`src/rtl/pipe_skid_register.sv`:
```
// Two-entry pipeline register with valid/ready handshake, skid storage and flush.
// All state moves on the falling clock edge. Ready is decoded from registered state only.
//
//   state    | meaning
//   ---------+---------------------------------------------
//   ST_EMPTY | nothing held, out_valid=0, in_ready=1
//   ST_ONE   | head entry in main register, in_ready=1
//   ST_FULL  | head in main, second entry in skid, in_ready=0
module pipe_skid_register #(
    parameter int               WIDTH          = 32,
    parameter logic [WIDTH-1:0] RESET_VALUE    = '0,
    parameter bit               CLEAR_ON_FLUSH = 1'b0
) (
    input  logic             clk,
    input  logic             reset,
    input  logic             flush,
    input  logic             in_valid,
    output logic             in_ready,
    input  logic [WIDTH-1:0] in_data,
    output logic             out_valid,
    input  logic             out_ready,
    output logic [WIDTH-1:0] out_data,
    output logic [1:0]       count
);

    typedef enum logic [1:0] {
        ST_EMPTY = 2'd0,
        ST_ONE   = 2'd1,
        ST_FULL  = 2'd2
    } state_t;

    state_t           state_q, state_d;
    logic [WIDTH-1:0] main_q, main_d;
    logic [WIDTH-1:0] skid_q, skid_d;
    logic             in_fire;
    logic             out_fire;

    assign in_ready  = (state_q != ST_FULL);
    assign out_valid = (state_q != ST_EMPTY);
    assign out_data  = main_q;
    assign in_fire   = in_valid & in_ready;
    assign out_fire  = out_valid & out_ready;

    always_comb begin
        count = 2'd0;
        case (state_q)
            ST_ONE:  count = 2'd1;
            ST_FULL: count = 2'd2;
            default: count = 2'd0;
        endcase
    end

    always_ff @(negedge clk or negedge reset) begin
        if (!reset) begin
            state_q <= ST_EMPTY;
            main_q  <= RESET_VALUE;
            skid_q  <= RESET_VALUE;
        end else begin
            state_q <= state_d;
            main_q  <= main_d;
            skid_q  <= skid_d;
        end
    end

    always_comb begin
        state_d = state_q;
        main_d  = main_q;
        skid_d  = skid_q;
        if (flush) begin
            // A same-cycle out_fire has already been taken downstream; only the state is dropped.
            state_d = ST_EMPTY;
            if (CLEAR_ON_FLUSH) begin
                main_d = RESET_VALUE;
            end
        end else begin
            case (state_q)
                ST_EMPTY: begin
                    if (in_fire) begin
                        main_d  = in_data;
                        state_d = ST_ONE;
                    end
                end
                ST_ONE: begin
                    if (in_fire && out_fire) begin
                        main_d  = in_data;
                    end else if (in_fire) begin
                        skid_d  = in_data;
                        state_d = ST_FULL;
                    end else if (out_fire) begin
                        state_d = ST_EMPTY;
                    end
                end
                ST_FULL: begin
                    if (out_fire) begin
                        main_d  = skid_q;
                        state_d = ST_ONE;
                    end
                end
                default: begin
                    state_d = ST_EMPTY;
                end
            endcase
        end
    end

endmodule

```
`config.mk`:
```
export PLATFORM = sky130hd
export DESIGN_NAME = pipe_skid_register
export DESIGN_NICKNAME = d
export VERILOG_FILES = /design/src/rtl/pipe_skid_register.sv
export SDC_FILE = /design/constraint.sdc
export NUM_CORES = 1
export LEC_CHECK = 0
export ABC_AREA = 1
export CAP_MARGIN = 10
export CORE_MARGIN = 1.5
export CORE_UTILIZATION = 55
export CTS_BUF_LIST = sky130_fd_sc_hd__clkbuf_2 sky130_fd_sc_hd__clkbuf_4 sky130_fd_sc_hd__clkbuf_8
export CTS_CLUSTER_DIAMETER = 60
export CTS_CLUSTER_SIZE = 28
export DETAILED_ROUTE_END_ITERATION = 8
export PLACE_DENSITY = 0.87
export RECOVER_POWER = 50
export SYNTH_ARGS = -nofsm -noshare
export SYNTH_HDL_FRONTEND = slang
export SYNTH_SLANG_ARGS = --single-unit
```
`constraint.sdc`:
```
create_clock -name clk -period 1.85 [get_ports clk]
set_input_delay 0.2775 -clock clk [delete_from_list [all_inputs] [get_ports clk]]
set_output_delay 0.2775 -clock clk [all_outputs]
set_load 0.1 [all_outputs]
```
==> results of run 1 <==
[what timing repair did]
item,CTS
cloned,8
endpoints found under the setup margin,102
gates resized for setup,35
setup buffers,11
pin swaps,2
[through the flow]
stage          hold slack, ps  area (um^2)  cells   util
2_1_floorplan             416         3260    368      -
3_3_place_gp              430         4410    510  0.810
3_5_place_dp              451         4410    510  0.810
4_1_cts                   451         4980    545  0.916
[logic make-up after synthesis]
group | synth area share
buffers and inverters | 0.0994
AOI/OAI and AO/OA | 0.133
DFF | 0.538
and+or+nand+nor | 0.230
==> insert_results.sql, run 1 <==
INSERT INTO impl_metrics (metric_group, metric, value, unit) VALUES
('outcome', 'run_status', 'aborted with a tool error', ''),
('outcome', 'failed_stage', '5_1_grt', ''),
('outcome', 'stop_error', '[ERROR DPL-0033] detailed placement checks failed during check placement.', ''),
('yosys', 'synth.yosys.warnings', '0', ''),
('yosys', 'mappedNetlistNets', '405', ''),
('clock_tree', 'post_cts_hold_buffer_count', '0', ''),
('yosys', 'netlist_top_cells_count', '142 x sky130_fd_sc_hd__nand2_1, 66 x sky130_fd_sc_hd__dfrtn_1, 35 x sky130_fd_sc_hd__inv_1', ''),
('global_routing', 'maximum_number_of_pins_on_one_net_before_global_route_repair', '67', ''),
('yosys', 'synth_sequential_area_ratio', '0.538', ''),
('yosys', 'synth-edff-count', '0', ''),
('clock_tree', 'clk_root_buffer_cell', 'sky130_fd_sc_hd__clkbuf_8', ''),
('place', 'place_hpwl', '5.46', 'mm'),
('yosys', 'async_reset_ff_frac', '1.00', ''),
('timing', 'worst_path_end_type', 'top-level output', ''),
('die', 'floorplan.rows', '27', ''),
('yosys', 'synth_top_flop_cell', 'sky130_fd_sc_hd__dfrtn_1', ''),
('place', 'globalplace.congestion', '0.830', ''),
('yosys', 'avgSynthCellArea', '8.35', 'um^2'),
('yosys', 'post_synth_main_area_contributors', 'sky130_fd_sc_hd__dfrtn_1 54%, sky130_fd_sc_hd__nand2_1 17%, sky130_fd_sc_hd__a21oi_2 5.7%', ''),
('die', 'die_h', '77.7', 'um'),
('die', 'chipWidth', '77.7', 'um'),
('die', 'floorplan.initialDensity', '0.565', ''),
('yosys', 'synth_seq_cells', '66', ''),
('yosys', 'synthDistinctLibCells', '17', ''),
('clock_tree', 'clock_path_buffers', '2', ''),
('yosys', 'mappedNetlistArea', '0.00307', 'mm^2'),
('die', 'design.portCount', '73', ''),
('yosys', 'postSynthCellCount', '368', ''),
('clock_tree', 'deepest_level_of_the_cts_h_tree', '3', ''),
('clock_tree', 'cts_inserted_buffers', '9', ''),
('clock_tree', 'cts.sinks', '66', ''),
('place', 'dpl_worst_slack', '-894', 'ps'),
('timing', 'grt-worst-endpoint', 'in_ready', ''),
('yosys', 'netlist.area_leader.share', '0.538', ''),
('yosys', 'synthDominantAreaCellType', 'sky130_fd_sc_hd__dfrtn_1', ''),
('global_routing', 'antenna_found_initial', '2', ''),
('place', 'placement.io_buffers', '72', ''),
('yosys', 'synth.most_common_cell', 'sky130_fd_sc_hd__nand2_1', '');
==> run 2: changes to the inputs <==
CORE_UTILIZATION = 40   (was 55)
CTS_BUF_LIST = unset   (was sky130_fd_sc_hd__clkbuf_2 sky130_fd_sc_hd__clkbuf_4 sky130_fd_sc_hd__clkbuf_8)
CTS_CLUSTER_DIAMETER = unset   (was 60)
CTS_CLUSTER_SIZE = unset   (was 28)
PLACE_DENSITY = unset   (was 0.87)
PLACE_DENSITY_LB_ADDON = 0.15   (was unset)
==> run 2 against run 1 <==
Effect of this change:
- the flow now finishes, with violations (negative setup slack)
- synthesized cell count stayed put
- area after synthesis did not move
==> insert_results.sql, run 2 <==
INSERT INTO impl_metrics (metric_group, metric, value, unit) VALUES
('die', 'floorplan.rows', '31', ''),
('timing', 'max_slew_headroom', '0.400', ''),
('yosys', 'synth_sequential_area_ratio', '0.538', ''),
('setup_path', 'critical_path_peak_fanout', '3', ''),
('cells_and_area', 'antenna_cells', '0', ''),
('yosys', 'synthDominantAreaCellType', 'sky130_fd_sc_hd__dfrtn_1', ''),
('setup_path', 'max_stage_delay', '540', 'ps'),
('timing', 'finalClockSkew', '6.71', 'ps'),
('setup_path', 'critical-path-slowest-cell', 'sky130_fd_sc_hd__dfrtn_1', ''),
('cells_and_area', 'final_cells', '577', ''),
('worst_hold_path', 'timing.hold.worst_path_depth', '2', ''),
('timing', 'final_critical_path_setup_slack', '-604', 'ps'),
('yosys', 'synth-edff-count', '0', ''),
('cells_and_area', 'n_fill_cell', '558', ''),
('place', 'globalplace.congestion', '0.792', ''),
('timing', 'worst_pin_slew', '900', 'ps'),
('die', 'design.portCount', '73', ''),
('die', 'die_area', '0.00821', 'mm^2'),
('setup_path', 'worst-r2r-setup-slack', '110', 'ps'),
('global_routing', 'first_global_vias', '2624', ''),
('power', 'vdd.ir_drop.worst', '0.000635', 'V'),
('yosys', 'synthDistinctLibCells', '17', ''),
('cells_and_area', 'layout_common_cells', '137 x sky130_fd_sc_hd__nand2_1, 66 x sky130_fd_sc_hd__dfrtn_1, 42 x sky130_fd_sc_hd__buf_12, 34 x sky130_fd_sc_hd__buf_4, 33 x sky130_fd_sc_hd__inv_1', ''),
('setup_path', 'cpLargestDelayFamily', 'flip-flops', ''),
('outcome', 'run_status', 'finished with violations', ''),
('setup_path', 'setup.worst_path.end_class', 'output pin', ''),
('timing', 'finalSetupViolations', '36', ''),
('setup_path', 'worstPathBufferInverterCount', '3', ''),
('setup_path', 'worstSetupStartpointType', 'flop', ''),
('worst_hold_path', 'min-delay-start', 'skid_q[25]', ''),
('global_routing', 'grtUsageMet3', '0.0362', ''),
('clock_tree', 'clock_latency', '330', 'ps'),
('setup_path', 'cp.arrival', '2180', 'ps'),
('power', 'power-per-cell-area', '1180', 'mW/mm^2'),
('yosys', 'synth_seq_cells', '66', ''),
('outcome', 'failed_checks', 'negative setup slack', ''),
('yosys', 'mappedNetlistNets', '405', ''),
('timing', 'final.hold.worst_slack', '442', 'ps'),
('global_routing', 'maximum_number_of_pins_on_one_net_before_global_route_repair', '67', ''),
('cells_and_area', 'layout_area_growth_over_synthesis', '58.9', '%'),
('routing', 'route.detailed.drc', '0', ''),
('routing', 'avgViaCountPerCell', '4.59', ''),
('yosys', 'synth.most_common_cell', 'sky130_fd_sc_hd__nand2_1', ''),
('global_routing', 'grt-ovfl-total', '0', ''),
('global_routing', 'grt_pass1_wl', '12.3', 'mm'),
('yosys', 'netlist_top_cells_count', '142 x sky130_fd_sc_hd__nand2_1, 66 x sky130_fd_sc_hd__dfrtn_1, 35 x sky130_fd_sc_hd__inv_1', ''),
('routing', 'dr.first_iter.drc_count', '135', ''),
('timing', 'setup_repair_after_global_routing_missed_its_margin', 'true', ''),
('clock_tree', 'deepest_level_of_the_cts_h_tree', '3', ''),
('yosys', 'synth.yosys.warnings', '0', ''),
('worst_hold_path', 'min-delay-path-class', 'reg2reg', ''),
('die', 'die_h', '90.6', 'um'),
('clock_tree', 'cts.reportedPaths.clkPinSlew', '50', 'ps'),
('timing', 'slew_viol_final', '0', ''),
('global_routing', 'grt_usage', '0.189', ''),
('routing', 'routedWlPerCell', '12.9', 'um'),
('place', 'placedCellCount', '553', ''),
('worst_hold_path', 'hold_endpoint', 'skid_q[25]', ''),
('yosys', 'post_synth_main_area_contributors', 'sky130_fd_sc_hd__dfrtn_1 54%, sky130_fd_sc_hd__nand2_1 17%, sky130_fd_sc_hd__a21oi_2 5.7%', ''),
('power', 'totalPowerFinal', '5.74', 'mW'),
('setup_path', 'worstPathCellList', 'inv_2 > nand2_2 > inv_6 > buf_12', ''),
('setup_path', 'worst-setup-path-type', 'reg2out', ''),
('routing', 'finalWirelength', '7.45', 'mm'),
('global_routing', 'globalRouteMet1Util', '0.240', ''),
('cells_and_area', 'layout.cells.most_common', 'sky130_fd_sc_hd__nand2_1', ''),
('yosys', 'mappedNetlistArea', '0.00307', 'mm^2'),
('global_routing', 'groute.layer.met2.usage', '0.315', ''),
('die', 'coreArea', '0.00733', 'mm^2'),
('routing', 'postRouteAntennaNets', '0', ''),
('timing', 'setup_total_negative_slack', '-12880', 'ps'),
('power', 'total_leakage_power', '2.48', 'nW'),
('cells_and_area', 'finish.net_count', '512', ''),
('routing', 'detailedRoute.firstPassIterationCount', '4', ''),
('global_routing', 'antenna_found_initial', '0', ''),
('cells_and_area', 'utilization_of_the_core_after_routing', '0.666', ''),
('clock_tree', 'tritoncts', 'built', ''),
('die', 'floorplan.initialDensity', '0.419', ''),
('clock_tree', 'post_cts_hold_buffer_count', '0', ''),
('yosys', 'avgSynthCellArea', '8.35', 'um^2'),
('timing', 'final-hold-violation-count', '0', ''),
('clock_tree', 'clk_root_buffer_cell', 'sky130_fd_sc_hd__clkbuf_8', ''),
('clock_tree', 'cts_inserted_buffers', '9', ''),
('yosys', 'postSynthCellCount', '368', ''),
('place', 'placement.io_buffers', '72', ''),
('setup_path', 'reg_to_reg_critical_path_startpoint', 'state_q[0]', ''),
('flow_run', 'number_of_maximum_capacitance_violations', '0', ''),
('clock_tree', 'cts.sinks', '66', ''),
('global_routing', 'global_route.peak_usage_layer', 'met2', ''),
('place', 'place_hpwl', '4.80', 'mm'),
('setup_path', 'cp_data_required_time', '1570', 'ps'),
('yosys', 'netlist.area_leader.share', '0.538', ''),
('setup_path', 'critical_path.reg2reg.endpoint', 'out_data[24]', ''),
('yosys', 'async_reset_ff_frac', '1.00', ''),
('setup_path', 'reg2regPathDepth', '10', ''),
('yosys', 'synth_top_flop_cell', 'sky130_fd_sc_hd__dfrtn_1', ''),
('die', 'chipWidth', '90.6', 'um'),
('clock_tree', 'clock_path_buffers', '2', ''),
('routing', 'via_count', '2651', ''),
('cells_and_area', 'post_route_cells_drive_above_1_share', '0.303', '');
run 2: final cells by class:
| cell class | count | area [um^2] | area share |
|---|---|---|---|
| Clock buffer | 11 | 141 | 0.0290 |
| Inverter | 40 | 193 | 0.0395 |
| Sequential cell | 66 | 1650 | 0.338 |
| Clock inverter | 3 | 17.5 | 0.00359 |
| Multi-Input combinational cell | 243 | 1240 | 0.254 |
| Timing Repair Buffer | 115 | 1520 | 0.310 |
| Tap cell | 99 | 124 | 0.0254 |
run 2: report_power, final:
group | total (mW) | internal [mW] | switching (mW)
Combinational | 2.64 | 0.985 | 1.66
Sequential | 2.07 | 1.84 | 0.232
Clock | 1.03 | 0.504 | 0.527
Total | 5.74 | 3.32 | 2.42
run 2: worst max path at each step:
| stage | end | slack, ps | start | cells after the start |
|---|---|---|---|---|
| finish | count[0] | -600 | state_q[1] | 4 |
| global route | count[0] | -630 | state_q[1] | 4 |
| CTS | count[1] | -590 | state_q[1] | 3 |
| detailed placement | out_data[10] | -740 | out_ready | 8 |
| global placement | out_data[12] | -690 | out_ready | 8 |
| floorplan | out_data[0] | -320 | out_data[0] | 0 |
run 2: cells by family after synthesis:
group                  synth area share
buffers and inverters            0.0994
flip-flops                        0.538
AND/OR/NAND/NOR                   0.230
AO/OA/AOI/OAI                     0.133
run 2: through the flow:
stage | setup slack (ps) | area [um^2]
after floorplan | -316 | 3260
after global placement | -687 | 4570
after detailed placement | -736 | 4570
after CTS | -593 | 4890
after global routing | -632 | 4880
final | -604 | 4880
run 2: worst reg2reg max path, stage by stage (launching register included):
cell	delay, ps
sky130_fd_sc_hd__dfrtn_1	470
sky130_fd_sc_hd__inv_2	90
sky130_fd_sc_hd__nand2_8	120
sky130_fd_sc_hd__buf_4	200
sky130_fd_sc_hd__buf_12	150
sky130_fd_sc_hd__nand2_2	80
sky130_fd_sc_hd__nand2_4	90
sky130_fd_sc_hd__inv_4	100
sky130_fd_sc_hd__buf_12	170
sky130_fd_sc_hd__nand2_1	80
sky130_fd_sc_hd__nand2_1	50
run 2: timing repair:
item                                    4_1_cts  5_1_grt
endpoints found under the setup margin      102       51
gates resized for setup                      29        3
buffers inserted                              8        2
gates cloned                                  2        1
pin swaps                                     3        2
run 2: routing by layer:
layer	vias to the layer above	wire length (um)
li1	1338	-
met1	1244	3410
met2	56	3650
met3	13	267
met4	0	124
met5	-	0
No activity file was read; power rests on OpenSTA's default activity.
